### src/rtl/mem_byte_bridge.sv
// mem_byte_bridge: turns one 16-bit word request from the core into two
// sequential byte accesses on an 8-bit synchronous single-port RAM, and
// returns read data or write completion with a one-cycle ready pulse.
// Optional feature macro: MEM_BYTE_BRIDGE_RDBUF_EN adds a one-entry read
// buffer (tag, data, valid) so a repeated read of the same address completes
// one cycle after the request without touching the RAM.
module mem_byte_bridge #(
   parameter int ADDR_W     = 12,
   parameter bit BIG_ENDIAN = 1'b1
) (
   input  logic              clock,
   input  logic              reset,
   input  logic              req,
   input  logic              we,
   input  logic [ADDR_W-1:0] addr,
   input  logic [15:0]       wdata,
   output logic [15:0]       rdata,
   output logic              ready,
   output logic              busy,
   output logic [ADDR_W-1:0] ram_addr,
   output logic              ram_we,
   output logic [7:0]        ram_wdata,
   input  logic [7:0]        ram_rdata
);

   typedef enum logic [2:0] {
      IDLE    = 3'd0,
      RD_HI   = 3'd1,
      RD_LO   = 3'd2,
      RD_WAIT = 3'd3,
      WR_HI   = 3'd4,
      WR_LO   = 3'd5
   } state_t;

   state_t            state;
   logic [ADDR_W-1:0] addr_lat;   // word address of the access in flight
   logic [7:0]        lo_wbyte;   // second byte to write (byte at addr+1)
   logic [7:0]        hi_rbyte;   // first byte read back (byte at addr)
   logic              hit_lat;    // current RD_WAIT pass is a buffer hit

   // "hi" is the byte at addr; endianness only decides which half of the word it is
   logic [7:0]  hi_of_wdata;
   logic [7:0]  lo_of_wdata;
   logic [15:0] rd_word;
   logic [15:0] rd_final;
   logic        buf_hit;
   logic [15:0] buf_data;

   assign hi_of_wdata = BIG_ENDIAN ? wdata[15:8] : wdata[7:0];
   assign lo_of_wdata = BIG_ENDIAN ? wdata[7:0]  : wdata[15:8];
   assign rd_word     = BIG_ENDIAN ? {hi_rbyte, ram_rdata} : {ram_rdata, hi_rbyte};
   assign rd_final    = hit_lat ? buf_data : rd_word;

`ifdef MEM_BYTE_BRIDGE_RDBUF_EN
   logic              buf_valid;
   logic [ADDR_W-1:0] buf_tag;

   assign buf_hit = buf_valid && (buf_tag == addr);

   // Read buffer: refilled by every completed read, dropped by any accepted write
   always_ff @(posedge clock or negedge reset) begin
      if (!reset) begin
         buf_valid <= 1'b0;
         buf_tag   <= '0;
         buf_data  <= '0;
      end else if (state == RD_WAIT) begin
         buf_valid <= 1'b1;
         buf_tag   <= addr_lat;
         buf_data  <= rd_final;
      end else if (state == IDLE && req && we) begin
         buf_valid <= 1'b0;
      end
   end
`else
   assign buf_hit  = 1'b0;
   assign buf_data = 16'h0000;
`endif

   // Main sequencer: all handshake and RAM-side outputs are registered here
   always_ff @(posedge clock or negedge reset) begin
      if (!reset) begin
         state     <= IDLE;
         addr_lat  <= '0;
         lo_wbyte  <= '0;
         hi_rbyte  <= '0;
         hit_lat   <= 1'b0;
         rdata     <= '0;
         ready     <= 1'b0;
         busy      <= 1'b0;
         ram_addr  <= '0;
         ram_we    <= 1'b0;
         ram_wdata <= '0;
      end else begin
         ready <= 1'b0;
         case (state)
            IDLE: begin
               if (req) begin
                  busy <= 1'b1;
                  if (we) begin
                     addr_lat  <= addr;
                     lo_wbyte  <= lo_of_wdata;
                     ram_addr  <= addr;
                     ram_we    <= 1'b1;
                     ram_wdata <= hi_of_wdata;
                     state     <= WR_HI;
                  end else if (buf_hit) begin
                     // Hit: skip the RAM entirely, ram_addr keeps its old value
                     addr_lat <= addr;
                     hit_lat  <= 1'b1;
                     state    <= RD_WAIT;
                  end else begin
                     addr_lat <= addr;
                     ram_addr <= addr;
                     ram_we   <= 1'b0;
                     state    <= RD_HI;
                  end
               end
            end
            RD_HI: begin
               ram_addr <= addr_lat + ADDR_W'(1);
               state    <= RD_LO;
            end
            RD_LO: begin
               hi_rbyte <= ram_rdata;
               state    <= RD_WAIT;
            end
            RD_WAIT: begin
               rdata   <= rd_final;
               ready   <= 1'b1;
               busy    <= 1'b0;
               hit_lat <= 1'b0;
               state   <= IDLE;
            end
            WR_HI: begin
               ram_addr  <= addr_lat + ADDR_W'(1);
               ram_wdata <= lo_wbyte;
               state     <= WR_LO;
            end
            WR_LO: begin
               ram_we <= 1'b0;
               ready  <= 1'b1;
               busy   <= 1'b0;
               state  <= IDLE;
            end
            default: begin
               ram_we <= 1'b0;
               busy   <= 1'b0;
               state  <= IDLE;
            end
         endcase
      end
   end

endmodule

### config.mk
export PLATFORM = sky130hd
export DESIGN_NAME = mem_byte_bridge
export DESIGN_NICKNAME = d
export VERILOG_FILES = /design/src/rtl/mem_byte_bridge.sv
export SDC_FILE = /design/constraint.sdc
export NUM_CORES = 1
export LEC_CHECK = 0
export CELL_PAD_IN_SITES_DETAIL_PLACEMENT = 1
export CELL_PAD_IN_SITES_GLOBAL_PLACEMENT = 2
export CORE_MARGIN = 2
export CORE_UTILIZATION = 35
export CTS_BUF_LIST = sky130_fd_sc_hd__clkbuf_4 sky130_fd_sc_hd__clkbuf_8
export DETAILED_ROUTE_END_ITERATION = 10
export GPL_TIMING_DRIVEN = 0
export PLACE_DENSITY = 0.95
export SYNTH_ARGS = -nofsm -noshare
export SYNTH_HDL_FRONTEND = slang
export SYNTH_SLANG_ARGS = --single-unit
export TNS_END_PERCENT = 30
### constraint.sdc
create_clock -name clock -period 3.6 [get_ports clock]
set_clock_uncertainty 0.2 [all_clocks]
set_input_delay 0.36 -clock clock [delete_from_list [all_inputs] [get_ports clock]]
set_output_delay 0.36 -clock clock [all_outputs]
set_load 0.01 [all_outputs]
# Word-level counts from Yosys, hierarchy flattened
# Cells that the tools add are included.
# totals
regBits	70
latchBits	0
ram_bits	0
mem_bits_ro	0
in_bits	40
out_inout_bits	39
elab_cells	47
mem_count	0
# classes
add_sub_neg	1
mul	0
div	0
n_lt_le_gt_ge	0
eq_ne	7
shift	0
muxes	14
n_bitwise	2
reduce_logical	13
# ops
cell	count
12-bit one-hot mux with 2 select lines	1
8-bit two-way mux	2
8-bit one-hot mux with 2 select lines	1
12-bit by 1-bit adder with 12-bit output, second input constant	1
12-bit two-way mux	1
3-bit one-hot mux with 4 select lines	1
2-bit AND reduction	4
3-bit by 2-bit equality test with 1-bit output, second input constant	2
3-bit equality test, second input constant	2
3-bit two-way mux	2
3-bit AND reduction	2
1-bit two-way mux	4
2-bit != test, second input constant	2
1-bit one-hot mux with 2 select lines	2
2-bit nonzero test	2
2-bit OR reduction	2
4-bit OR reduction	1
3-bit by 1-bit equality test with 1-bit output, second input constant	1
3-bit zero test	1
3-bit OR reduction	1
1-bit inverter	2

# Logic depth before layout (Yosys ltp)
# depth
word_depth	4
depth_mapped	7
ltp_nobuf	5

# Worst setup path before layout
# No wires, ideal clock.
# synth_timing
path_kind	flip-flop to flip-flop
start	reg state[0]
end	reg lo_wbyte[0]
setup_time_ns	0.125
arrival_ns	1.521
required_time_ns	3.275
path_slack_ns	1.754
path_stages_with_launch	6
synth_period_minus_slack_ns	1.846
path_cell_list	dfrtp_1 buf_6 or2_1 buf_6 nor3_4 mux2_2
# synth_between
elab_chain_cells	2
# synth_lines
element	line_no	text
start, declared	35	state_t state;
start signal, assigned	82	state <= IDLE;
start signal, assigned	105	state <= WR_HI;
start signal, assigned	110	state <= RD_WAIT;
3-bit zero test	95	case (state)
3-bit AND reduction (no source line)	-	
end signal, assigned	101	lo_wbyte <= lo_of_wdata;
end, declared	37	logic [7:0] lo_wbyte;
# No other way between the ends.
# A chain may end at the register's enable or synchronous reset.

# Final worst setup path
# Ends and elaborated chain as after synthesis.

==> metrics.cfg <==
[pwr]
ir_drop_v = 0.000365
p_leak_uw = 0.00176
p_total_uw = 3890
power_density_nw_per_um2 = 911

[place]
place_congestion = 0.815
numPortBuffers = 78
hpwlAfterDp_um = 5270
dp_slack_ns = 1.38

[run_status]
status = finished clean

[yosys]
yosysWarnings = 0
synthCells = 258
synth.ff_latch_count = 70
synth_area_um2 = 3130
synth_cell_type_count = 34
syn_area_per_cell_um2 = 12.1
ys_seq_area_share_pct = 56.0
synth_nets = 299

[sta]
fmax_mhz = 497
post-route-period-util_pct = 55.8
setup_tns_ns = 0
drv_slew = 0
period_needed_ns = 2.01
hold_viol = 0
slew_headroom_pct = 41.1
fin_ws_ns = 1.59
rsz0062_at_grt = false
setup_violations = 0
worst_pin_slew_ns = 0.884

[grt]
antenna_found_initial = 0
grt_pass1_wl_um = 12500
grt_max_degree = 71
grt_usage_pct = 16.4
globalRouteOverflowTotal = 0
grt_pass1_vias = 2490

[drt]
drc = 0
first_iter_violations = 43
wl_per_cell_um = 16.1
vias_per_cell = 4.95
ant_nets = 0
vias = 2283
first_pass_iters = 4
wirelength_um = 7410

[clocking]
clockBufferDepth = 2
clock_latency_ns = 0.34
cts.reportedPaths.clkPinSlew_ns = 0.08
cts_tree = yes
h-tree-depth = 3
cts_sinks = 70
cts-root-buf = clkbuf_8
post_cts_resized = 0
numCtsBuffers = 9

[floorplan]
rows = 34
die_h_um = 98.5
ios = 79
start_util_pct = 36.0
die_area_um2 = 9710
die_w_um = 98.5
core-area_um2 = 8680

[setup_path]
cp_max_fo = 10
path_class = reg2reg
required_ns = 3.62
end_kind = flip-flop
arrival_ns = 2.03
worstSetupStartpointType = flip-flop

[final_layout]
n_antenna_cell = 0
layout_commonest_cell = clkdlybuf4s50_1
drive_gt1_share_pct = 20.1
fin_nets = 389
area_delta_synth_final_pct = 36.5
fin_util_pct = 49.2
final_cell_mix = clkdlybuf4s50_1, dfrtp_1, mux2_2

[hold_path]
hold_class = reg2reg

[job]
max-cap-violations = 0

==> critical path, cell delays in order, from the launching register on <==
cell	delay (ns)
dfrtp_1	0.38
buf_6	0.14
or2_1	0.23
buf_6	0.15
nor3_4	0.41
mux2_2	0.39
==> power by group <==
part           total, uW  switching (uW)  internal [uW]
Clock                683             305            378
Combinational       1760             784            978
Sequential          1450             256           1190
==> state kept, by name, indices dropped and copies added (netlist names) <==
name       cells
hi_rbyte       8
ready          1
ram_we         1
ram_addr      12
state          3
busy           1
addr_lat      12
ram_wdata      8
rdata         16
lo_wbyte       8
==> through the flow <==
stage               cells  hold WS, ns  instance area [um^2]
floorplan             258       -0.136                  3130
global placement      444        0.260                  4040
detailed placement    444        0.273                  4040
CTS                   461        0.291                  4270
global route          461        0.328                  4270
finish                461        0.284                  4270
==> synthesized netlist by cell type (all sizes together) <==
cell    number  share of area [%]
dfrtp       70                 56
mux2        41                 15
nand2       23                2.8
o21ai       19                3.0
mux2i       13                4.2
nor2        13                2.3
a21oi       11                1.8
buf          8                1.9
xnor2        8                2.2
inv          7               0.84
nand3        5               0.96
nor2b        4               0.80
nor3         4                1.0
o22ai        4               0.80
xor2         4                1.1
a21o         3               0.72
a221o        3               0.96
clkbuf       3               0.36
nand2b       3               0.60
o22a         3               0.84
or2          2               0.40
and2         1               0.20
and3         1               0.20
ha           1               0.40
nand4        1               0.20
nor4         1               0.20
o31ai        1               0.24
or3          1               0.20
==> layout make-up <==
cell class / count / area [um^2]
clock inverters: 4 / 53.8
plain buffers: 11 / 71.3
well taps: 108 / 135
repair buffers: 79 / 788
clock buffers: 12 / 165
fillers: 945 / 4410
inverters: 7 / 26.3
flip-flops and latches: 70 / 1750
multi-input cells: 170 / 1280
==> worst paths after layout <==
path                           endpoint    startpoint  slack, ns  cells past startpoint
min in group asynchronous   ram_addr[2]         reset       0.48                      2
hold / removal             ram_wdata[1]  ram_wdata[1]       0.28                      2
hold reg to reg            ram_wdata[1]  ram_wdata[1]       0.28                      2
max in group asynchronous   addr_lat[9]         reset       2.14                      2
setup reg to reg            lo_wbyte[0]      state[0]       1.59                      5
setup / recovery            lo_wbyte[0]      state[0]       1.59                      5
==> cells by family after synthesis <==
| kind of cell | Yosys count | synth area share [%] |
|---|---|---|
| DFF | 70 | 56.0 |
| and+or+nand+nor | 59 | 9.80 |
| muxes | 54 | 18.9 |
| AOI/OAI and AO/OA | 44 | 8.36 |
| buffers and inverters | 18 | 3.12 |
| xor gates and xnor gates | 12 | 3.36 |
| adders and majority gates | 1 | 0.400 |
==> metal layers <==
metal / global-route usage (%) / wire [um] / up-vias
li1: - / - / 1078
met1: 20.8 / 3140 / 1144
met2: 27.0 / 3810 / 55
met3: 5.53 / 426 / 6
met4: 4.11 / 33 / 0
met5: 0 / 0 / -
==> timing repair <==
action | in CTS | in global routing
endpoints found under the hold margin | 70 | 0
hold buffers | 1 | 0
setup buffers | 0 | 0
(Power assumes the default switching activity.)
